<file path="config.mk">
export PLATFORM = sky130hd
export DESIGN_NAME = regfile
export DESIGN_NICKNAME = d
export VERILOG_FILES = /design/src/rtl/regfile.sv
export SDC_FILE = /design/constraint.sdc
export NUM_CORES = 2
export LEC_CHECK = 0
export CORE_MARGIN = 1.5
export CORE_UTILIZATION = 65
export DETAILED_ROUTE_END_ITERATION = 10
export GPL_TIMING_DRIVEN = 0
export PLACE_DENSITY_LB_ADDON = 0.08
export SYNTH_ARGS = -nofsm -noshare
export SYNTH_HDL_FRONTEND = slang
export SYNTH_SLANG_ARGS = --single-unit
export TNS_END_PERCENT = 50
</file>
<file path="constraint.sdc">
create_clock -name clk -period 7.5 [get_ports clk]
set_input_delay 1.5 -clock clk [delete_from_list [all_inputs] [get_ports clk]]
set_output_delay 1.5 -clock clk [all_outputs]
set_load 0.02 [all_outputs]
</file>
<file path="src/rtl/regfile.sv">
// 32x32 MIPS register file with hardwired $0, optional write-first
// bypass on both read ports and a bypass-free debug read port.
module regfile #(
  parameter bit BYPASS = 1'b1
) (
  input  logic        clk,
  input  logic        rst_n,
  input  logic [4:0]  rs,
  input  logic [4:0]  rt,
  input  logic [4:0]  DstReg,
  input  logic [31:0] WriteData,
  input  logic        RegWrite,
  output logic [31:0] out1,
  output logic [31:0] out2,
  input  logic [4:0]  dbg_addr,
  output logic [31:0] dbg_data
);

  logic [31:0] mem [32];
  logic        wr_en;
  logic        byp_ok;
  logic        byp1;
  logic        byp2;
  logic [31:0] st1;
  logic [31:0] st2;

  assign wr_en = RegWrite && (DstReg != 5'd0);

  always_ff @(posedge clk or negedge rst_n) begin
    if (!rst_n) begin
      for (int i = 0; i < 32; i++) begin
        mem[i] <= '0;
      end
    end else if (wr_en) begin
      mem[DstReg] <= WriteData;
    end
  end

  // $0 is forced here so it reads zero regardless of storage contents
  assign st1      = (rs == 5'd0) ? '0 : mem[rs];
  assign st2      = (rt == 5'd0) ? '0 : mem[rt];
  assign dbg_data = (dbg_addr == 5'd0) ? '0 : mem[dbg_addr];

  assign byp_ok = BYPASS && rst_n && wr_en;
  assign byp1   = byp_ok && (DstReg == rs);
  assign byp2   = byp_ok && (DstReg == rt);

  assign out1 = byp1 ? WriteData : st1;
  assign out2 = byp2 ? WriteData : st2;

endmodule

</file>
After elaboration in Yosys (flattened, before gate mapping):

Index checks and enable logic that the tools add are counted.

* bits in registers: 1024
* bits of input ports: 55
* output and inout bits: 96
* logic and storage cells: 69

* magnitude comparators: 5
* equal/unequal tests: 2
* multiplexer cells: 17
* bitwise gates (word level): 4
* reduce and logical (&&, ||, !) cells: 9

Operators by type and width (count)
* 1024-bit bitwise mux: 1
* 32-bit binary-select mux with 5-bit select: 3
* 32-bit two-way mux: 12
* 32-bit demux with 5-bit select: 1
* 6-bit greater-or-equal comparator (second input constant): 4
* 5-bit inverter with 6-bit output: 4
* 5-bit logical NOT: 3
* 5-bit == test: 2
* 6-bit by 1-bit < comparator with 1-bit output (second input constant): 1
* 1-bit logical AND: 5
* 5-bit nonzero test: 1

Depth between registers and ports, before layout:

* depth after elaboration: 6
* depth in mapped cells: 9
* depth with buffers taken out: 5

Worst setup path after synthesis:

Ideal clock, no wire load.

* path type: input-to-output
* from: in dbg_addr[1]
* to: out dbg_data[0]
* arrival time: 3.213 ns
* setup slack: 2.787 ns
* cell stages on the path: 7
* path buffers: 3
* cell sequence: clkbuf_1 > buf_2 > buf_1 > mux4_2 > mux4_2 > nand2_1 > o21ai_1

* cells in the longest elaborated chain, start to end: 5

Ends and longest elaborated chain
* start: declaration: line 15 `input logic [4:0] dbg_addr,`
* 5-bit inverter with 6-bit output (not written as such): line 42 `assign dbg_data = (dbg_addr == 5'd0) ? '0 : mem[dbg_addr];`
* 32-bit binary-select mux with 5-bit select: line 42
* 32-bit two-way mux (not written as such) (2 in a row): line 42
* 32-bit two-way mux *: line 42
* end: declaration: line 16 `output logic [31:0] dbg_data`

Every way passes the cells marked *; elsewhere a longest branch is shown, timed or not. The select of a mux whose other input is x is not followed.

Worst setup path in the final report:

* from: in rs[0]
* to: out out1[19]

* cells in the longest elaborated chain, start to end: 6

Ends and longest elaborated chain
* start: declaration: line 8 `input logic [4:0] rs,`
* 5-bit inverter with 6-bit output (not written as such): line 40 `assign st1 = (rs == 5'd0) ? '0 : mem[rs];`
* 32-bit binary-select mux with 5-bit select: line 40
* 32-bit two-way mux (not written as such) (2 in a row): line 40
* 32-bit two-way mux: line 40
* 32-bit two-way mux *: line 48 `assign out1 = byp1 ? WriteData : st1;`
* end: declaration: line 13 `output logic [31:0] out1,`

Marked as above.

==> Implementation_results.wiki <==
{| class="wikitable"
! Metric !! Value
|-
| Run status || finished with violations
|-
| Violated checks || capacitance limit, slew limit, setup timing
|-
| Final count of negative-setup-slack endpoints || 28
|-
| Die height || 316 µm
|-
| Number of fillers in the final layout || 6551
|-
| Number of enable flip-flop cells after synthesis || 0
|-
| Number of unique standard cell types used by synthesis || 47
|-
| Sequential area share after synthesis || 40.1%
|-
| Post-Synthesis Net Count || 4699
|-
| Max Slew Vio Count || 55
|-
| Total chip power || 18800 µW
|-
| Commonest cells after routing, fill and taps aside || mux2_2, dfrtp_1, mux4_2, mux2i_1, clkbuf_1
|-
| Largest register FFs || 1024
|-
| Worst setup slack for register-to-register paths || 6.62 ns
|-
| Worst hold-check path type || reg -> reg
|-
| Global-route usage over all layers || 58.9%
|-
| CTS H-Tree Depth || 3
|-
| Largest net degree at the start of global routing || 175
|-
| Number of sinks handled by clock tree synthesis || 1024
|-
| Signed area change from the synthesized netlist to the final layout || 11.1%
|-
| Proportion of power drawn by flip-flops and latches || 41.2%
|-
| Via count || 52700
|-
| Prevailing post-synth register cell || dfrtp_1
|-
| Number of buffers created by CTS || 110
|-
| Fraction of the mapped netlist area in adder cells || 0%
|-
| Crit start category || input port
|-
| Category of the most critical setup path || in -> out
|-
| Complex-gate fraction of the synthesized area || 5.70%
|-
| Multiplexer share of the synthesized area || 47.2%
|-
| Share of final-layout standard cells stronger than drive strength 1 || 41.3%
|-
| Largest register by flop count || mem
|-
| Initial standard-cell utilization of the core || 65.8%
|-
| Registers with the highest flip-flop counts || mem (1024)
|-
| Weighted congestion at the end of routability-driven global placement || 1.12
|-
| Post-synth design cell area || 63800 µm²
|-
| Power dissipated by switching net loads || 6330 µW
|-
| Maximum ir drop on the vdd rail || 226 µV
|-
| Count of antenna-violating nets left after detailed routing || 0
|-
| Worst-path clk slew || 0.06 ns
|-
| Sum of net half-perimeters after detailed placement || 211000 µm
|-
| First drt pass iteration count || 11
|-
| Sequential cell area || 25600 µm²
|-
| Initial DRC count || 10100
|-
| Clock Tree Root || clkbuf_16
|-
| Total Die Area || 100000 µm²
|-
| Worst Path Required || 6.00 ns
|-
| Share of synthesized cell area in and, or, nand and nor gates || 2.65%
|-
| Most frequent standard cell in the layout excluding fill and tap cells || mux2_2
|-
| Crit end category || primary output
|-
| Number of instances in the synthesized netlist || 4644
|-
| Share of the synthesized netlist area taken by xor and xnor gates || 0.137%
|-
| Final count of hold timing violations || 0
|-
| DRC violations left || 0
|-
| Maximum clock skew at final layout || 0 ns
|-
| Setup repair after global routing missed its margin || false
|-
| Number of ports placed on the die boundary || 151
|-
| Maximum achievable frequency || 129 MHz
|-
| Vias in the first global route || 50400
|-
| Sum Neg Setup Slack || -2.81 ns
|-
| Final min period || 7.77 ns
|-
| Maximum fanout along the worst path || 11
|-
| Standby leakage power || 0.0307 µW
|-
| CTS tree || built
|-
| Vias per inst || 8.39
|-
| Port Buf Inserts || 143
|-
| Tightest slew margin relative to the limit || -3.82%
|-
| Antenna violations before repair || 15
|-
| Final worst path period share || 104%
|-
| Wire length of the first global-routing pass || 397000 µm
|-
| Worst-case setup margin in the final layout || -0.267 ns
|-
| Yosys Warn Count || 0
|-
| Number of nets in the layout || 4964
|-
| Fraction of power spent switching nets || 33.7%
|-
| Finished Core Util || 73.1%
|-
| Standard cell core area || 97000 µm²
|-
| Combinational share of power || 28.3%
|-
| Number of max-cap violations || 5
|-
| Hold buffers post-CTS || 0
|-
| WL final || 294000 µm
|-
| Data arrival time of the critical path || 6.27 ns
|-
| Actual slew at the worst max-slew pin || 1.56 ns
|-
| Total power per unit cell area || 265 nW/µm²
|-
| Mean post-synth cell area || 13.7 µm²
|-
| Share of flip-flops with an asynchronous set or reset after synthesis || 100%
|-
| Combined area of the multi-input logic cells || 35500 µm²
|-
| Insertion delay of the later-clocked pin in the worst-skew pair || 0.75 ns
|-
| Num rows || 114
|-
| Fraction of power consumed by the clock network || 30.5%
|-
| Number of buffers between clock root and the deepest sink || 3
|-
| Total of flip-flops plus latches after synthesis || 1024
|-
| Combinational family with the most area after synthesis || multiplexers
|-
| Internal power || 12500 µW
|-
| Grt total ovfl || 0
|-
| Die width || 316 µm
|-
| Average wire per standard cell || 46.8 µm
|}
## cell usage after synthesis (13+ instances only)
cell	n	area, µm²
a22o_1	49	429
mux2i_1	543	5440
nor2_1	23	86.3
a211oi_1	13	97.6
a22oi_1	175	1310
a21oi_1	127	636
mux2_2	1039	11700
o21ai_1	32	160
mux4_2	576	13000
a32o_1	31	310
buf_1	71	267
buf_4	59	443
nand4_1	17	106
and2_1	20	125
clkbuf_1	235	882
dfrtp_1	1024	25600
o211ai_1	15	113
nand3_1	67	335
nand2_1	147	552
a221o_1	15	150
nor3_1	50	250
inv_1	33	124
buf_2	167	836
o22ai_1	47	294
## power by group through the flow
stage / Clock [µW] / Combinational [µW] / Sequential (µW)
floorplan: 0 / 3390 / 7330
global placement: 0 / 4880 / 7690
detailed placement: 0 / 5000 / 7730
CTS: 5640 / 5030 / 7650
global route: 5850 / 5370 / 7820
finish: 5740 / 5320 / 7740
## critical path, stage by stage
cell and delay [ns]:
buf_4 0.25, buf_4 0.31, buf_4 0.35, nor2_2 0.96
clkbuf_1 1.18, nand2_1 0.12, nand4_1 0.27, o211ai_1 0.21
a32o_1 0.45, clkdlybuf4s50_1 0.60
## cell type report
type                    instances  area share (%)
diodes                         11          0.0388
plain buffers                 543            3.62
clock buffers                 166            4.71
clock inverters                35           0.515
inverters                      33           0.175
multi-input cells            3044            50.1
flip-flops and latches       1024            36.1
well taps                    1276            2.25
repair buffers                153            2.41
## layer usage
metal / track usage (%) / part of all wire, % / vias to the layer above
met5: 1.85 / 0.13 / -
met3: 33.9 / 18 / 1583
met1: 70.4 / 32 / 26700
met4: 46.5 / 11 / 24
li1: - / - / 18600
met2: 77.2 / 39 / 5774
## kinds of logic (layout without fill, tap and decap cells)
logic type | after synthesis | in the layout
AOI/OAI and AO/OA | 517 | 517
other | 0 | 11
buffers and inverters | 576 | 930
and+or+nand+nor | 359 | 359
muxes | 2158 | 2158
DFF | 1024 | 1024
xor gates and xnor gates | 10 | 10
## timing repair
item	4_1_cts	5_1_grt
cloned	1	0
setup buffers	0	2
pin swaps	0	1
endpoints found under the setup margin	44	19
gates resized for setup	6	5
## stage by stage
| step | instance area [µm²] | worst slack [ns] | cells | hold WS [ns] |
|---|---|---|---|---|
| finish | 70900 | -0.267 | 6285 | 0.502 |
| global route | 70900 | 0.00661 | 6274 | 0.525 |
| CTS | 70800 | 0.0759 | 6272 | 0.499 |
| detailed placement | 67100 | -0.466 | 6070 | 0.486 |
| global placement | 66900 | -41.05 | 6063 | 0.480 |
| floorplan | 63800 | 2.79 | 4644 | 0.458 |
## final timing paths
check	start	endpoint	depth (start not counted)
max reg2reg	mem[361]	mem[361]	1
min in group asynchronous	rst_n	mem[119]	1
max	rs[0]	out1[19]	10
min	mem[1021]	mem[1021]	1
max in group asynchronous	rst_n	mem[930]	3
min reg2reg	mem[1021]	mem[1021]	1
(Power assumes the default switching activity.)
